### src/rtl/reg_file.sv
// reg_file: 2**ADDR_W x DATA_W register file, one write port and two registered read ports.
// Define REG_FILE_BYPASS_EN to forward same-edge write data onto a read of the same index.
module reg_file #(
  parameter int DATA_W = 16,
  parameter int ADDR_W = 3
) (
  input  logic                     clk,
  input  logic                     rst_n,
  input  logic                     wr_en,
  input  logic [ADDR_W-1:0]        wr_addr,
  input  logic [DATA_W-1:0]        wr_data,
  input  logic                     rd_en,
  input  logic [ADDR_W-1:0]        rd_addr1,
  input  logic [ADDR_W-1:0]        rd_addr2,
  output logic [DATA_W-1:0]        out1,
  output logic [DATA_W-1:0]        out2,
  output logic                     rd_valid,
  output logic [(1<<ADDR_W)-1:0]   dirty
);

  localparam int DEPTH = 1 << ADDR_W;

  logic [DATA_W-1:0] mem [DEPTH];
  logic [DEPTH-1:0]  wr_sel;
  logic [DATA_W-1:0] rd_data1;
  logic [DATA_W-1:0] rd_data2;

  // One-hot write select; index 0 is never selected, so r0 stays zero and never goes dirty.
  always_comb begin
    wr_sel = '0;
    if (wr_en && (wr_addr != '0))
      wr_sel[wr_addr] = 1'b1;
  end

  always_comb begin
    rd_data1 = (rd_addr1 == '0) ? '0 : mem[rd_addr1];
    rd_data2 = (rd_addr2 == '0) ? '0 : mem[rd_addr2];
`ifdef REG_FILE_BYPASS_EN
    if (wr_sel[rd_addr1])
      rd_data1 = wr_data;
    if (wr_sel[rd_addr2])
      rd_data2 = wr_data;
`endif
  end

  always_ff @(posedge clk or negedge rst_n) begin
    if (!rst_n) begin
      for (int i = 0; i < DEPTH; i++)
        mem[i] <= '0;
    end else begin
      for (int i = 0; i < DEPTH; i++)
        if (wr_sel[i])
          mem[i] <= wr_data;
    end
  end

  // Read outputs hold their value whenever no read is requested.
  always_ff @(posedge clk or negedge rst_n) begin
    if (!rst_n) begin
      out1     <= '0;
      out2     <= '0;
      rd_valid <= 1'b0;
    end else begin
      rd_valid <= rd_en;
      if (rd_en) begin
        out1 <= rd_data1;
        out2 <= rd_data2;
      end
    end
  end

  always_ff @(posedge clk or negedge rst_n) begin
    if (!rst_n)
      dirty <= '0;
    else
      dirty <= dirty | wr_sel;
  end

endmodule

### config.mk
export PLATFORM = sky130hd
export DESIGN_NAME = reg_file
export DESIGN_NICKNAME = d
export VERILOG_FILES = /design/src/rtl/reg_file.sv
export SDC_FILE = /design/constraint.sdc
export NUM_CORES = 1
export LEC_CHECK = 0
export CAP_MARGIN = 20
export CORE_MARGIN = 2
export CORE_UTILIZATION = 35
export DETAILED_ROUTE_END_ITERATION = 8
export DONT_BUFFER_PORTS = 1
export MAX_ROUTING_LAYER = met4
export PLACE_DENSITY = 0.57
export SLEW_MARGIN = 5
export SYNTH_ARGS = -nofsm -noshare
export SYNTH_HDL_FRONTEND = slang
export SYNTH_SLANG_ARGS = --single-unit
### constraint.sdc
create_clock -name clk -period 4.1 [get_ports clk]
set_input_delay 0.615 -clock clk [delete_from_list [all_inputs] [get_ports clk]]
set_output_delay 0.615 -clock clk [all_outputs]
set_load 0.02 [all_outputs]
# Yosys cells after proc, flatten, opt, wreduce, memory -nomap -nowiden
# Cells that the tools add are included.
# W data, S select, Z words.
[totals] ff_bits=169 inputBits=29 out_inout_bits=41 elab_cells=35
[op_classes] order_cmp=4 n_mux=11 bitwise_logic=3 reduce_logical=5
[ops] operator="$bmux W16 S3" n=2
[ops] operator="$mux W16" n=6
[ops] operator="$ge A4 B4 Y1 const B" n=2
[ops] operator="$mux W8" n=1
[ops] operator="$not A3 Y4" n=2
[ops] operator="$or A8 B8 Y8" n=1
[ops] operator="$logic_not A3 Y1" n=2
[ops] operator="$lt A3 B4 Y1 const B" n=1
[ops] operator="$demux W1 S3" n=1
[ops] operator="$ge A3 B1 Y1 const B" n=1
[ops] operator="$reduce_bool A3 Y1" n=1
[ops] operator="$logic_and A1 B1 Y1" n=2
[ops] operator="$mux W1" n=1

# Longest topological paths before layout
# Gate-level depths: netlist (run 1).
[logic_depth] ltp_word=6 ltp_mapped=6 depth_no_buf=4

# Worst setup path after synthesis (run 1)
# No wires, ideal clock.
[synth_timing] path_kind="input-to-reg" start="input wr_addr[1]" end="register mem[102] (netlist bit)" arrival_time_ps=1694 slack_ps=2282 path_stages=5 n_path_buf=3 path_cell_list="buf_4 > and4bb_1 > buf_2 > buf_4 > mux2_2"
[synth_between] elab_chain_cells=5 elab_cells_between_ends=8 cone_classes="2 x order compare; 3 x mux; 3 x reduce/logical"
[synth_rtl] item="from (decl)" line="10" source="input logic [ADDR_W-1:0] wr_addr,"
[synth_rtl] item="$lt A3 B4 Y1 (implied by the code) / $ge A3 B1 Y1 (equally long branches)" line="32" source="wr_sel[wr_addr] = 1'b1;"
[synth_rtl] item="$logic_and A1 B1 Y1 (implied by the code)" line="32"
[synth_rtl] item="$mux W1 (implied by the code)" line="32"
[synth_rtl] item="$demux W1 S3" line="32"
[synth_rtl] item="$mux W8 (*)" line="31" source="if (wr_en && (wr_addr != '0))"
[synth_rtl] item="to (signal, indexed assignment)" line="53" source="mem[i] <= wr_data;"
[synth_rtl] item="to (decl)" line="23" source="logic [DATA_W-1:0] mem [DEPTH];"
# Every way passes the cells marked *; elsewhere a longest branch is shown, timed or not.
# A chain may end at the register's enable or synchronous reset.

# Worst setup path after layout (run 1)
[layout_timing] start="input wr_addr[1]" end="register mem[48] (netlist bit)"
# Same word-level chain as after synthesis.

==> results.txt, run 1 <==
status = finished with violations
failing checks = negative hold slack
vias after detailed routing = 4693
Max Buffers Root-to-Sink = 2
vias in the first global route = 5018
Syn-to-layout area delta = 9.14%
clock sinks = 153
Peak VDD IR = 0.217 mV
fin crit share = 42.0%
worst-path cell chain = and4bb_1, mux2_2
Vias/cell = 5.74
GPL Wtd Cong = 0.767
CTS tree = built
Detail Placement HPWL = 11400 um
dpl cells = 787
total CTS buffers = 17
EDFF count, synth = 0
max-cap viol count = 0
crit end category = flop
Post-synth top flop = dfrtp_1
#FFs+latches synth = 153
ANT cells = 0
Mapped Nets = 583
hold slack = -0.122 ns
Final min period = 1.72 ns
drt pass-1 iters = 4
number of non-filler instances in the completed layout = 818
Critical Path AT = 2.03 ns
total congestion overflow = 0
Ys Warns = 0
detailed-route DRC error count = 0
CP delay by family, top = simple AND/OR/NAND/NOR gates
layout cells sized above 1 = 33.9%
Setup Crit Path Kind = in2reg
clock latency on the worst-skew pair = 0.43 ns
Fill cells = 1924
nets@finish = 560
Seq. cell area = 3830 sq um
FMAX = 581 MHz
syn avg cell area = 13.7 sq um
combinational share of power = 14.9%
clock skew = 0.00811 ns
clock root cell = clkbuf_16
Worst path slowest cell = and4bb_1
number of DRC markers in iteration 0 = 291
final hold viol count = 153
Routed WL = 19400 um
port bufs = 0
largest net degree at the start of global routing = 154
max-slew violation count = 0
FFs w/ async S/R, synth = 100%
Multi-input gate area = 3510 sq um
total negative slack = 0 ns
switching share of power = 26.0%
Slew HR = 27.9%
Mapped Cells = 554
Reg clk slew, reported paths = 0.06 ns
post-synthesis sequential area ratio = 50.3%
wire length per cell = 23.8 um
internal power = 3.27 mW
Startpoint Class = input pin
Netlist cell types = 37
initial antenna violation count = 0
RSZ-0062 raised after global routing = false
layer with the highest usage = met2
full die area = 22900 sq um
die height = 151 um
Mapped Area = 7610 sq um
Slew @ Worst Pin = 1.08 ns
Rows = 53
Pleak = 3.49 nW
Die W = 151 um
largest fanout on the critical path = 17
GR met1 Demand/Resource = 22.2%
Flop pwr share = 48.5%
GR Util met2 = 29.1%
Detail Route Antenna Nets = 0
switching power = 1.15 mW
Clk pwr share = 36.6%
crit-path max cell delay = 0.97 ns
Core ar. = 21200 sq um
Critical Path RT = 4.41 ns
first-pass GRT wire length = 30000 um
final setup fails = 0
gr usage total = 18.2%
num ports = 70
Hold Path Class = in2async
Worst Path Buf+Inv = 0
met3 usage = 5.15%
P per Cell Area = 532 nW/um^2
H-Tree Depth = 4
initial core utilization = 36.0%
[final timing paths]
check	start	to	slack, ns	depth (start not counted)
worst min-delay path	rst_n	dirty[2]	-0.12	0
worst max-delay path	wr_addr[1]	mem[48]	2.38	2
worst min register to register	mem[30]	mem[30]	0.51	1
max in group asynchronous	rst_n	mem[28]	3.99	0
min in group clk	rd_en	rd_valid	0.24	0
worst max register to register	mem[62]	out1[14]	2.60	4
[state kept, by name, indices dropped and copies added (netlist names)]
register  flops
mem         112
out2         16
out1         16
rd_valid      1
dirty         8
[power groups by stage]
stage	clock [mW]	combinational, mW	sequential [mW]
final	1.62	0.658	2.14
after global routing	1.71	0.721	2.19
after CTS	1.65	0.664	2.14
after detailed placement	0	0.662	2.17
after global placement	0	0.635	2.14
after floorplan	0	0.615	2.09
[routing by layer]
layer	vias to the layer above	part of all wire, %
li1	2056	-
met4	0	1.4
met1	2482	42
met2	132	50
met5	-	0
met3	23	7.1
[per-stage QoR]
stage | total power, mW | cell area [sq um] | worst slack, ns | utilization [%]
after detailed placement | 2.83 | 7700 | 1.96 | 36.4
after global placement | 2.78 | 7700 | 1.97 | 36.4
after global routing | 4.62 | 8300 | 2.34 | 39.3
after floorplan | 2.70 | 7610 | 2.28 | -
final | 4.42 | 8300 | 2.38 | 39.3
after CTS | 4.46 | 8300 | 2.41 | 39.3
[cell usage in the layout, fill, tap and decap left out, types with 5 or more instances in the layout]
cell type  synthesis  final
nor2_1            24     24
a221oi_1          19     19
clkbuf_16          0     17
mux2_2           134    134
nand2_1            5      5
nand2b_1           6      6
o221ai_1          14     14
o22a_1            15     15
a22oi_1           14     14
dfrtp_1          153    153
mux2i_1           44     44
mux2_4             7      7
o22ai_1           10     10
mux2_1            39     39
[layout make-up]
| cell class | instances | area share, % |
|---|---|---|
| Tap cell | 275 | 4.14 |
| Inverter | 1 | 0.0452 |
| Timing Repair Buffer | 1 | 0.0904 |
| Multi-Input combinational cell | 357 | 42.3 |
| Sequential cell | 153 | 46.1 |
| Clock buffer | 24 | 5.92 |
| Clock inverter | 7 | 1.39 |
[synthesized netlist by cell type, drive strengths merged, types with 2 or more instances]
| master | number | share of area [%] |
|---|---|---|
| or2 | 3 | 0.25 |
| nand2b | 6 | 0.49 |
| buf | 35 | 3.1 |
| and2b | 2 | 0.23 |
| mux2i | 44 | 5.8 |
| nor2b | 2 | 0.20 |
| a221oi | 21 | 2.6 |
| o22ai | 10 | 0.82 |
| and4bb | 2 | 0.33 |
| nor2 | 24 | 1.2 |
| mux2 | 180 | 27 |
| a21oi | 3 | 0.20 |
| clkbuf | 8 | 0.39 |
| a22oi | 14 | 1.4 |
| nand4b | 3 | 0.94 |
| dfrtp | 153 | 50 |
| o221ai | 14 | 1.6 |
| nand2 | 6 | 0.33 |
| o22a | 15 | 1.7 |
[logic make-up after synthesis]
logic type | count (synthesis) | share of synthesized area [%]
mux | 225 | 33.1
flops | 153 | 50.3
simple gates | 53 | 4.57
buf+inv | 44 | 3.50
compound gates | 79 | 8.52
[repair_timing]
item / in CTS / in global routing
hold endpoints to repair: 153 / 153
buffers inserted: 0 / 0
gates resized for setup: 0 / 0
Power figures use the tool's default switching activity.
==> run 2: changes to the inputs <==
clock period = 1.8 ns   (was 4.1 ns; I/O delays follow)
==> run 2 against run 1 <==
Against the previous run:
- the run still ends with negative hold slack left
- final cell count grew 3.2%
- wire length grew 2.9%
- via count is 1.1% higher
- core utilization grew 1.2 points
- die area unchanged
- combinational power grew 140%
- critical path type is now reg2reg
- critical endpoint is now out1[4]
- largest cell class unchanged
- highest routed layer unchanged
==> results.txt, run 2 (synthesis results as in run 1) <==
Final Instance Area = 8550 sq um (+3.0%)
full die area = 22900 sq um (unchanged)
switching share of power = 27.4% (+1.4 points)
hold slack = -0.465 ns (-0.343 ns)
internal power = 7.25 mW (+120%)
Worst path slowest cell = dfrtp_1
Die W = 151 um (unchanged)
worst flop-to-flop path startpoint = mem[36]
status = finished with violations
max reg flops = 112 (unchanged)
Peak VDD IR = 0.578 mV (+170%)
Placed Area = 7790 sq um (+1.2%)
Largest Register = mem
vias after detailed routing = 4743 (+1.1%)
Critical Path AT = 1.81 ns (-0.22 ns)
worst reg-to-reg setup slack = 0.31 ns (-2.29 ns)
num ports = 70 (unchanged)
FF-to-FF path depth = 4 (unchanged)
nets@finish = 585 (+4.5%)
clock root cell = clkbuf_16
number of cells on the critical path = 4 (+2)
failing checks = negative hold slack
CP dominant cell by count = a221oi_1
Syn-to-layout area delta = 12.4%
port bufs = 0 (unchanged)
P per Cell Area = 1170 nW/um^2 (+120%)
clock skew = 0.00826 ns (+0.000150 ns)
fin crit share = 82.8%
clock latency on the worst-skew pair = 0.42 ns (about the same)
switching power = 2.74 mW (+140%)
Hold Path Class = in2async
Max Buffers Root-to-Sink = 2 (unchanged)
drt pass-1 iters = 4 (unchanged)
most frequent cells in the layout = dfrtp_1, mux2_2, mux2i_1
Startpoint Class = flop
number of DRC markers in iteration 0 = 220 (-24%)
CP delay by family, top = multiplexers
initial core utilization = 36.0% (unchanged)
max-slew violation count = 0 (unchanged)
Reg clk slew, reported paths = 0.06 ns (about the same)
GPL Wtd Cong = 0.761 (-0.74%)
largest net degree at the start of global routing = 154 (unchanged)
# hold bufs at CTS = 18
Clk pwr share = 35.2% (-1.4 points)
Worst Path Buf+Inv = 0 (unchanged)
first-pass GRT wire length = 30800 um (+2.6%)
Vias/cell = 5.62 (-2.0%)
setup bufs post-CTS = 0 (unchanged)
reg-to-reg endpoint = out1[4]
layout cells sized above 1 = 33.9% (about the same)
ANT cells = 0 (unchanged)
crit end category = flop
total negative slack = 0 ns (unchanged)
wire length per cell = 23.7 um (-0.28%)
combinational share of power = 15.8% (+0.9 points)
final setup fails = 0 (unchanged)
H-Tree Depth = 4 (unchanged)
initial antenna violation count = 0 (unchanged)
clock sinks = 153 (unchanged)
Flop pwr share = 49.0% (+0.5 points)
Rows = 53 (unchanged)
largest fanout on the critical path = 3 (-14)
Slew @ Worst Pin = 0.993 ns (-0.0891 ns)
FMAX = 671 MHz
vias in the first global route = 5094 (+1.5%)
Final min period = 1.49 ns
Critical Path RT = 2.11 ns (-2.30 ns)
Detail Route Antenna Nets = 0 (unchanged)
detailed-route DRC error count = 0 (unchanged)
# resized after CTS = 0 (unchanged)
die height = 151 um (unchanged)
RSZ-0062 raised after global routing = false
gr usage total = 18.9% (+0.62 points)
Core ar. = 21200 sq um (unchanged)
crit-path max cell delay = 0.40 ns (-0.57 ns)
final hold viol count = 153 (unchanged)
Routed WL = 20000 um (+2.9%)
CP startpoint = mem[36]
commonest non-fill, non-tap cell in the layout = dfrtp_1
total CTS buffers = 17 (unchanged)
Pleak = 3.59 nW (+2.9%)
Slew HR = 33.5% (+5.6 points)
CP Capture Point = out1[4]
Largest regs = mem (112), out1 (16), out2 (16)
Detail Placement HPWL = 11200 um (-1.3%)
total congestion overflow = 0 (unchanged)
max-cap viol count = 0 (unchanged)
Setup Crit Path Kind = reg2reg
worst-path cell chain = mux2_1, a221oi_1, a221oi_1, mux2_2
CTS tree = built
[run 2: cell count changes in the layout (fill, tap and decap cells not counted), sizes merged]
cell,previous run,this run
clkinvlp,2,4
bufinv,3,2
buf,1,9
clkinv,2,4
clkbuf,24,21
dlygate4sd3,0,17
inv,1,2
[run 2: routing by layer]
metal | vias to the layer above | track usage, % | wire (um)
li1 | 2113 | - | -
met5 | - | - | 0
met3 | 29 | 4.94 | 1150
met1 | 2471 | 22.8 | 8630
met2 | 130 | 30.7 | 9890
met4 | 0 | 6.45 | 348
[run 2: worst min-delay path by stage]
stage,startpoint,to,depth (start not counted)
2_1_floorplan,rst_n,dirty[0],0
3_3_place_gp,rst_n,dirty[2],0
3_5_place_dp,rst_n,dirty[2],0
4_1_cts,rst_n,dirty[2],0
5_1_grt,rst_n,dirty[3],0
6_report,rst_n,dirty[3],0
[run 2: through the flow]
step / utilization, % / setup WS, ns / hold slack, ns / power [mW] / std cells
finish: 40.4 / 0.309 / -0.465 / 9.98 / 844
global route: 40.4 / 0.251 / -0.488 / 10.5 / 844
CTS: 40.4 / 0.318 / -0.484 / 10.1 / 844
detailed placement: 36.8 / 0.158 / -0.0223 / 6.46 / 794
global placement: 36.8 / 0.185 / -0.0212 / 6.35 / 794
floorplan: - / 0.327 / -0.0256 / 6.15 / 554
[run 2: layout make-up]
class	instances	area, sq um
clock buffers	21	450
well taps	275	344
inverters	1	3.75
repair buffers	26	288
flip-flops and latches	153	3830
clock inverters	11	123
multi-input cells	357	3510
fillers	1914	12600
[run 2: power by group through the flow]
stage,combinational (mW),sequential (mW),clock [mW]
floorplan,1.40,4.75,0
global placement,1.45,4.90,0
detailed placement,1.50,4.96,0
CTS,1.59,4.90,3.59
global route,1.73,4.99,3.74
finish,1.58,4.89,3.51
==> edit 1: new RTL, config.mk and constraints of run 1 <==
Reset style: synchronous (`rst_n`), changed in 3 clocked blocks.
--- a/src/rtl/reg_file.sv
+++ b/src/rtl/reg_file.sv
@@ -44,5 +44,5 @@
   end
 
-  always_ff @(posedge clk or negedge rst_n) begin
+  always_ff @(posedge clk) begin
     if (!rst_n) begin
       for (int i = 0; i < DEPTH; i++)
@@ -56,5 +56,5 @@
 
   // Read outputs hold their value whenever no read is requested.
-  always_ff @(posedge clk or negedge rst_n) begin
+  always_ff @(posedge clk) begin
     if (!rst_n) begin
       out1     <= '0;
@@ -70,5 +70,5 @@
   end
 
-  always_ff @(posedge clk or negedge rst_n) begin
+  always_ff @(posedge clk) begin
     if (!rst_n)
       dirty <= '0;
Formal check against the unedited RTL: differs if rst_n is asserted again (counterexample within 4 cycles, from zero or initial values and one cycle with rst_n low); with rst_n held inactive, the same outputs for 4 cycles.
==> edit 1 against run 1 <==
  * Critical path depth up 1
  * Worst setup slack lost 0.37 ns
  * Count of clock-buffer cells in the layout fell by 5
  * Design area shrank 5.7%
  * Routed wire length shrank 2.3%
  * Sequential cell count stayed put
  * Core utilization increased by 0.57 points
  * Register-to-register slack improved by 0.13 ns
  * Cell count rose by 2.3%
  * Synthesized area shrank 7.0%
  * Die area decreased by 6.9%
Power is not compared: it rests on default switching activity, and its combinational part moved more than twofold at a synthesized area within 25%.
==> edit 1: results (changes against run 1) <==
Post-CTS repair timing setup buffer count: 0 (unchanged). The run gives 0.592 (+0.0884) as the sequential-to-total area share from yosys stat. The worst hold path belongs to the class primary input to flip-flop. Number of buffers between clock root and the deepest sink: 2 (unchanged). For the total nets after synthesis, the log shows 609 (+4.5%). Delay of the slowest cell on the worst path: 0.77 ns (-0.20 ns). For the worst ir drop on vdd, the log shows 308 µV.

The maximum fanout along the worst path is 17 (unchanged), and the count of non-filler cells in the finished layout is 837 (+2.3%). The run gives 0.43 ns (about the same) as the latest clock arrival within the worst-skew pair. The run gives 1,899 (-1.3%) as the number of fill cells in the layout. The number of global-route vias before repair came out at 4,638 (-7.6%). The largest register by flop count is mem.

The logs give 4,695 (+0.043%) for the total number of vias and 1.55 ns (-0.406 ns) for the pre-CTS setup slack. Routed length per instance: 22.7 µm (-4.6%). The largest registers in the layout are mem: 112 flops, out1: 16 flops, out2: 16 flops.

For the number of buffers created by CTS, the log shows 17 (unchanged). The run gives 12.2 mm (+7.2%) as the detailed placement HPWL. The CTS clock-pin slew for the worst setup and hold paths was 0.06 ns (about the same); the share of flip-flops with an asynchronous set or reset was 0 (-1.00). The number of placed cells counting well taps came out at 805 (+2.3%). Ranked by instance count, the synthesized netlist is headed by sky130_fd_sc_hd__edfxtp_1 (112), sky130_fd_sc_hd__nor2_1 (110), sky130_fd_sc_hd__mux2i_1 (56). Family with the most delay on the worst path: simple AND/OR/NAND/NOR gates. The tree is rooted in a sky130_fd_sc_hd__clkbuf_16. Leading register cell type out of synthesis: sky130_fd_sc_hd__edfxtp_1. The total inserted antenna cells was 0 (unchanged). The number of DRC violations after detailed-routing iteration 0 is 421 (+45%), and the ratio of cells with drive above 1 in the final layout is 0.126 (-0.213). Number of enable-type register cells in the synthesized netlist: 112 (+112). The flow ran to the end, and the final reports show no timing, DRC or antenna violations. The post-synthesis cell type count was 34 (-8.1%); the maximum number of pins on one net before global-route repair was 61 (-60%). For the post-cts sizing count, the log shows 0 (unchanged). Among all stages on the critical path, the largest delay is contributed by sky130_fd_sc_hd__nand2_1.

The detailed-routing iteration count for the pre-antenna-repair pass came out at 5 (+1). The total number of yosys warnings was 0 (unchanged); the count of input and output buffers was 0 (unchanged). The tools report the cell area after placement as 0.00719 mm² (-6.6%). The logs give 0 (unchanged) for the initial antenna violation count and 4 (unchanged) for the deepest level of the CTS H-tree. The logs give 0.184 (+0.00169) for the overall global routing resource usage and 2.88 nW for the static leakage. The data arrival time of the critical path is 2.15 ns (+0.12 ns), and the headroom to the max-slew limit is 0.401 (+0.123).

The net count of the finished layout came out at 588 (+5.0%). Synthesized area per cell: 12.2 µm² (-11%). Ranked by total cell area, the synthesized netlist is headed by sky130_fd_sc_hd__edfxtp_1 (48%), sky130_fd_sc_hd__dfxtp_1 (12%), sky130_fd_sc_hd__mux2i_1 (7.9%). The run gives 0.809 (+5.6%) as the final estimated routing congestion in global placement. The tools report the number of max-cap violations as 0 (unchanged). The maximum clock skew at final layout is 0.00956 ns (+0.00145 ns). The tools report the global-route wire length before repair as 28.4 mm (-5.5%).
## edit 1: changes by cell type after synthesis, moves of 15 or more
cell	change
sky130_fd_sc_hd__inv_1	+21
sky130_fd_sc_hd__mux2_1	-27
sky130_fd_sc_hd__dfrtp_1	-153
sky130_fd_sc_hd__dfxtp_1	+41
sky130_fd_sc_hd__nand2_1	+27
sky130_fd_sc_hd__clkbuf_1	+16
sky130_fd_sc_hd__edfxtp_1	+112
sky130_fd_sc_hd__nor2_1	+86
sky130_fd_sc_hd__o22a_1	-15
sky130_fd_sc_hd__mux2_2	-108
## edit 1: worst register-to-register path, delay by kind of cell (launching register included)
kind / cells / cell delay [ns]
DFF: 1 / 0.40
AOI/OAI and AO/OA: 2 / 0.48
and+or+nand+nor: 1 / 0.07
muxes: 1 / 0.31
## edit 1: final timing paths
path,start,to,slack (ns),cells past startpoint
worst max register to register,mem[5][1],out1[1],2.73,4
worst max-delay path,wr_en,mem[1][10],2.01,3
worst min register to register,dirty[2],dirty[2],0.55,2
worst min-delay path,rd_en,out2[14],0.28,1
## edit 1: cell type report
type | instances | area [µm²] | area share
clock inverters | 13 | 201 | 0.0257
inverters | 22 | 82.6 | 0.0106
well taps | 265 | 332 | 0.0424
multi-input cells | 361 | 2560 | 0.328
clock buffers | 19 | 433 | 0.0553
flip-flops and latches | 153 | 4180 | 0.535
repair buffers | 4 | 30.0 | 0.00384
## edit 1: cells by family (layout without fill, tap and decap cells)
kind of cell,after synthesis,after routing,share of synthesized area
and+or+nand+nor,162,162,0.0945
DFF,153,153,0.592
AOI/OAI and AO/OA,102,102,0.119
muxes,97,97,0.149
buffers and inverters,66,58,0.0458
## edit 1: metal layers
layer / vias up / part of all wire / global-route usage
li1: 2127 / - / -
met1: 2359 / 0.44 / 0.237
met2: 176 / 0.49 / 0.286
met3: 33 / 0.058 / 0.0428
met4: 0 / 0.020 / 0.0650
met5: - / 0 / -
## edit 1: where the power goes
part / internal, mW / switching (mW) / total, mW / leakage (nW)
combinational: 0.124 / 0.156 / 0.280 / 1.15
sequential: 1.78 / 0.101 / 1.88 / 1.42
clock: 1.07 / 0.610 / 1.68 / 0.304
total: 2.98 / 0.867 / 3.84 / 2.88
==> edit 2: new RTL, settings of run 1 <==
Made on the original files. Set the parameter `DATA_W` to 14 (it was 16).
--- a/src/rtl/reg_file.sv
+++ b/src/rtl/reg_file.sv
@@ -2,5 +2,5 @@
 // Define REG_FILE_BYPASS_EN to forward same-edge write data onto a read of the same index.
 module reg_file #(
-  parameter int DATA_W = 16,
+  parameter int DATA_W = 14,
   parameter int ADDR_W = 3
 ) (
Interface: changed (resized out1, out2 and wr_data); port bits go from 70 to 64. No check against the original RTL was run, so the function may have changed too.
==> edit 2 against run 1 <==
  * Critical path type unchanged
  * Sequential cell count is 18 lower
  * Routed wire length shrank 13%
  * Synthesized area down 12%
  * Design area decreased by 10%
  * Non-clock buffer count increased by 6
  * First-iteration DRC count shrank 25%
  * Worst setup slack improved by 0.018 ns
  * Combinational power is 5.2% lower
  * Via count fell by 12%
  * Worst hold slack gained 0.26 ns
  * Fmax increased by 1.1%
  * Largest cell class unchanged
  * Critical path depth rose by 2
  * Total power decreased by 7.0%
  * Register-to-register slack worse by 0.03 ns
==> edit 2: results (changes against run 1) <==
The slew at the pin closest to its max-slew limit is 0.868 ns (-0.213 ns), and the synthesized area per cell is 13.4 µm² (-2.1%). The final estimated routing congestion in global placement was 0.784 (+2.2%); the total nets after synthesis was 524 (-10%). Fraction of area in clock buffers and inverters: 0.0842 (+0.0111).

For the post-cts sizing count, the log shows 0 (unchanged). The delay of the slowest cell on the worst path came out at 0.54 ns (-0.43 ns). The CTS clock-pin slew for the worst setup and hold paths was 0.06 ns (about the same).

The logs give 318 (-11%) for the multi-input combinational cell count and 4,146 (-12%) for the total number of vias. The family with the most delay on the worst path was compound AO/OA/AOI/OAI gates. The logs give 32 (-14%) for the post-synthesis cell type count and 3.11 nW (-11%) for the static leakage. The net count of the finished layout is 507 (-9.5%).

The number of non-clock buffers in the layout works out to 7 (+6). The proportion of final cell area spent on non-clock buffers came out at 0.0108 (+0.00985). Sorting the synthesized cells by area gives the leading types as sky130_fd_sc_hd__dfrtp_1 (51%), sky130_fd_sc_hd__mux2_2 (27%), sky130_fd_sc_hd__mux2i_1 (4.9%). The number of sequential storage elements is 135 (-12%), and the xor and xnor area share after synthesis is 0 (unchanged). The number of global-route vias before repair came out at 4,419 (-12%).

The cell type of the slowest stage on the worst timing path was sky130_fd_sc_hd__nand2b_1. The gate count of the mapped netlist was 497 (-10%). The worst hold path belongs to the class primary input to asynchronous set/reset pin.

The share of cell area taken by multi-input logic gates is 0.412 (-0.0114), and the detailed placement HPWL is 10.4 mm (-9.1%). The run gives 0.506 (+0.00223) as the sequential-to-total area share from yosys stat. The number of DRC violations after detailed-routing iteration 0 was 218 (-25%); the maximum number of pins on one net before global-route repair was 136 (-12%). The share of flip-flops with an asynchronous set or reset works out to 1.00 (unchanged).

The fraction of the mapped netlist area in adder cells works out to 0 (unchanged). The number of fill cells in the layout is 1,701 (-12%), and the total wire length after detailed routing is 16.9 mm (-13%). The area fraction in compound gates after synthesis came out at 0.0828 (-0.00244). The footprint of the flip-flops and latches is 0.00338 mm² (-12%), and the worst ir drop on vdd is 359 µV (+65%). Leading register cell type out of synthesis: sky130_fd_sc_hd__dfrtp_1. The maximum fanout along the worst path was 21 (+4).

The count of clock buffers in the final design is 21 (-13%). The ratio of cells with drive above 1 in the final layout is 0.432 (+0.0932). The tools report the global-route wire length before repair as 26.5 mm (-12%). The share of synthesized area spent on multiplexers came out at 0.329 (-0.00217). The logs give 4 (unchanged) for the deepest level of the CTS H-tree and 17 (unchanged) for the number of buffers created by CTS. The routed length per instance is 23.3 µm (-2.1%).

Overall global routing resource usage: 0.181 (-0.000909). Sorting the synthesized cells by how often they occur yields sky130_fd_sc_hd__mux2_2 (159), sky130_fd_sc_hd__dfrtp_1 (135), sky130_fd_sc_hd__mux2i_1 (33). In the final layout, the registers with the most flip-flops are mem: 98 flops, out1: 14 flops, out2: 14 flops.

The maximum clock skew at final layout came out at 0.00638 ns (-0.00173 ns). Data arrival time of the critical path: 2.00 ns (-0.03 ns). The run finished with clean final reports.

The total number of yosys warnings is 0 (unchanged), and the number of placed cells counting well taps is 693 (-12%).
==> edit 2: final timing paths <==
path                            slack, ns         from  cells after the start       end
min in group clk                     0.23        rd_en                      0  rd_valid
worst max-delay path                 2.40  rd_addr2[2]                      4   out2[6]
worst min-delay path                 0.14        rst_n                      1  dirty[0]
max in group asynchronous            3.39        rst_n                      1   mem[65]
worst max register to register       2.57      mem[30]                      4   out2[2]
worst min register to register       0.52     dirty[0]                      0  dirty[0]
==> edit 2: worst register-to-register path: cells and delay by family (launching register included) <==
| family | cells | cell delay, ns |
|---|---|---|
| muxes | 2 | 0.54 |
| AOI/OAI and AO/OA | 1 | 0.39 |
| DFF | 1 | 0.38 |
| and+or+nand+nor | 1 | 0.09 |
==> edit 2: per-layer routing <==
metal	track usage	routed length, µm
met1	0.234	7470
met2	0.275	8020
met3	0.0478	1120
met4	0.0689	317
met5	-	0
==> edit 2: through the flow <==
| step | instance area [µm²] | power, mW | worst slack [ns] |
|---|---|---|---|
| floorplan | 6680 | 2.39 | 2.28 |
| global placement | 6770 | 2.47 | 1.82 |
| detailed placement | 6790 | 2.51 | 1.97 |
| CTS | 7440 | 4.15 | 2.41 |
| global route | 7450 | 4.30 | 2.39 |
| finish | 7450 | 4.11 | 2.40 |
==> edit 2: cell families after synthesis <==
logic type      after synthesis
mux                         196
simple gates                 53
compound gates               69
flops                       135
buf+inv                      44
==> edit 2: report_power, final <==
group | total (mW) | switching (mW) | internal [mW] | leakage (nW)
Sequential | 1.89 | 0.282 | 1.61 | 1.60
Combinational | 0.624 | 0.226 | 0.399 | 1.22
Clock | 1.59 | 0.575 | 1.02 | 0.293
Total | 4.11 | 1.08 | 3.02 | 3.11
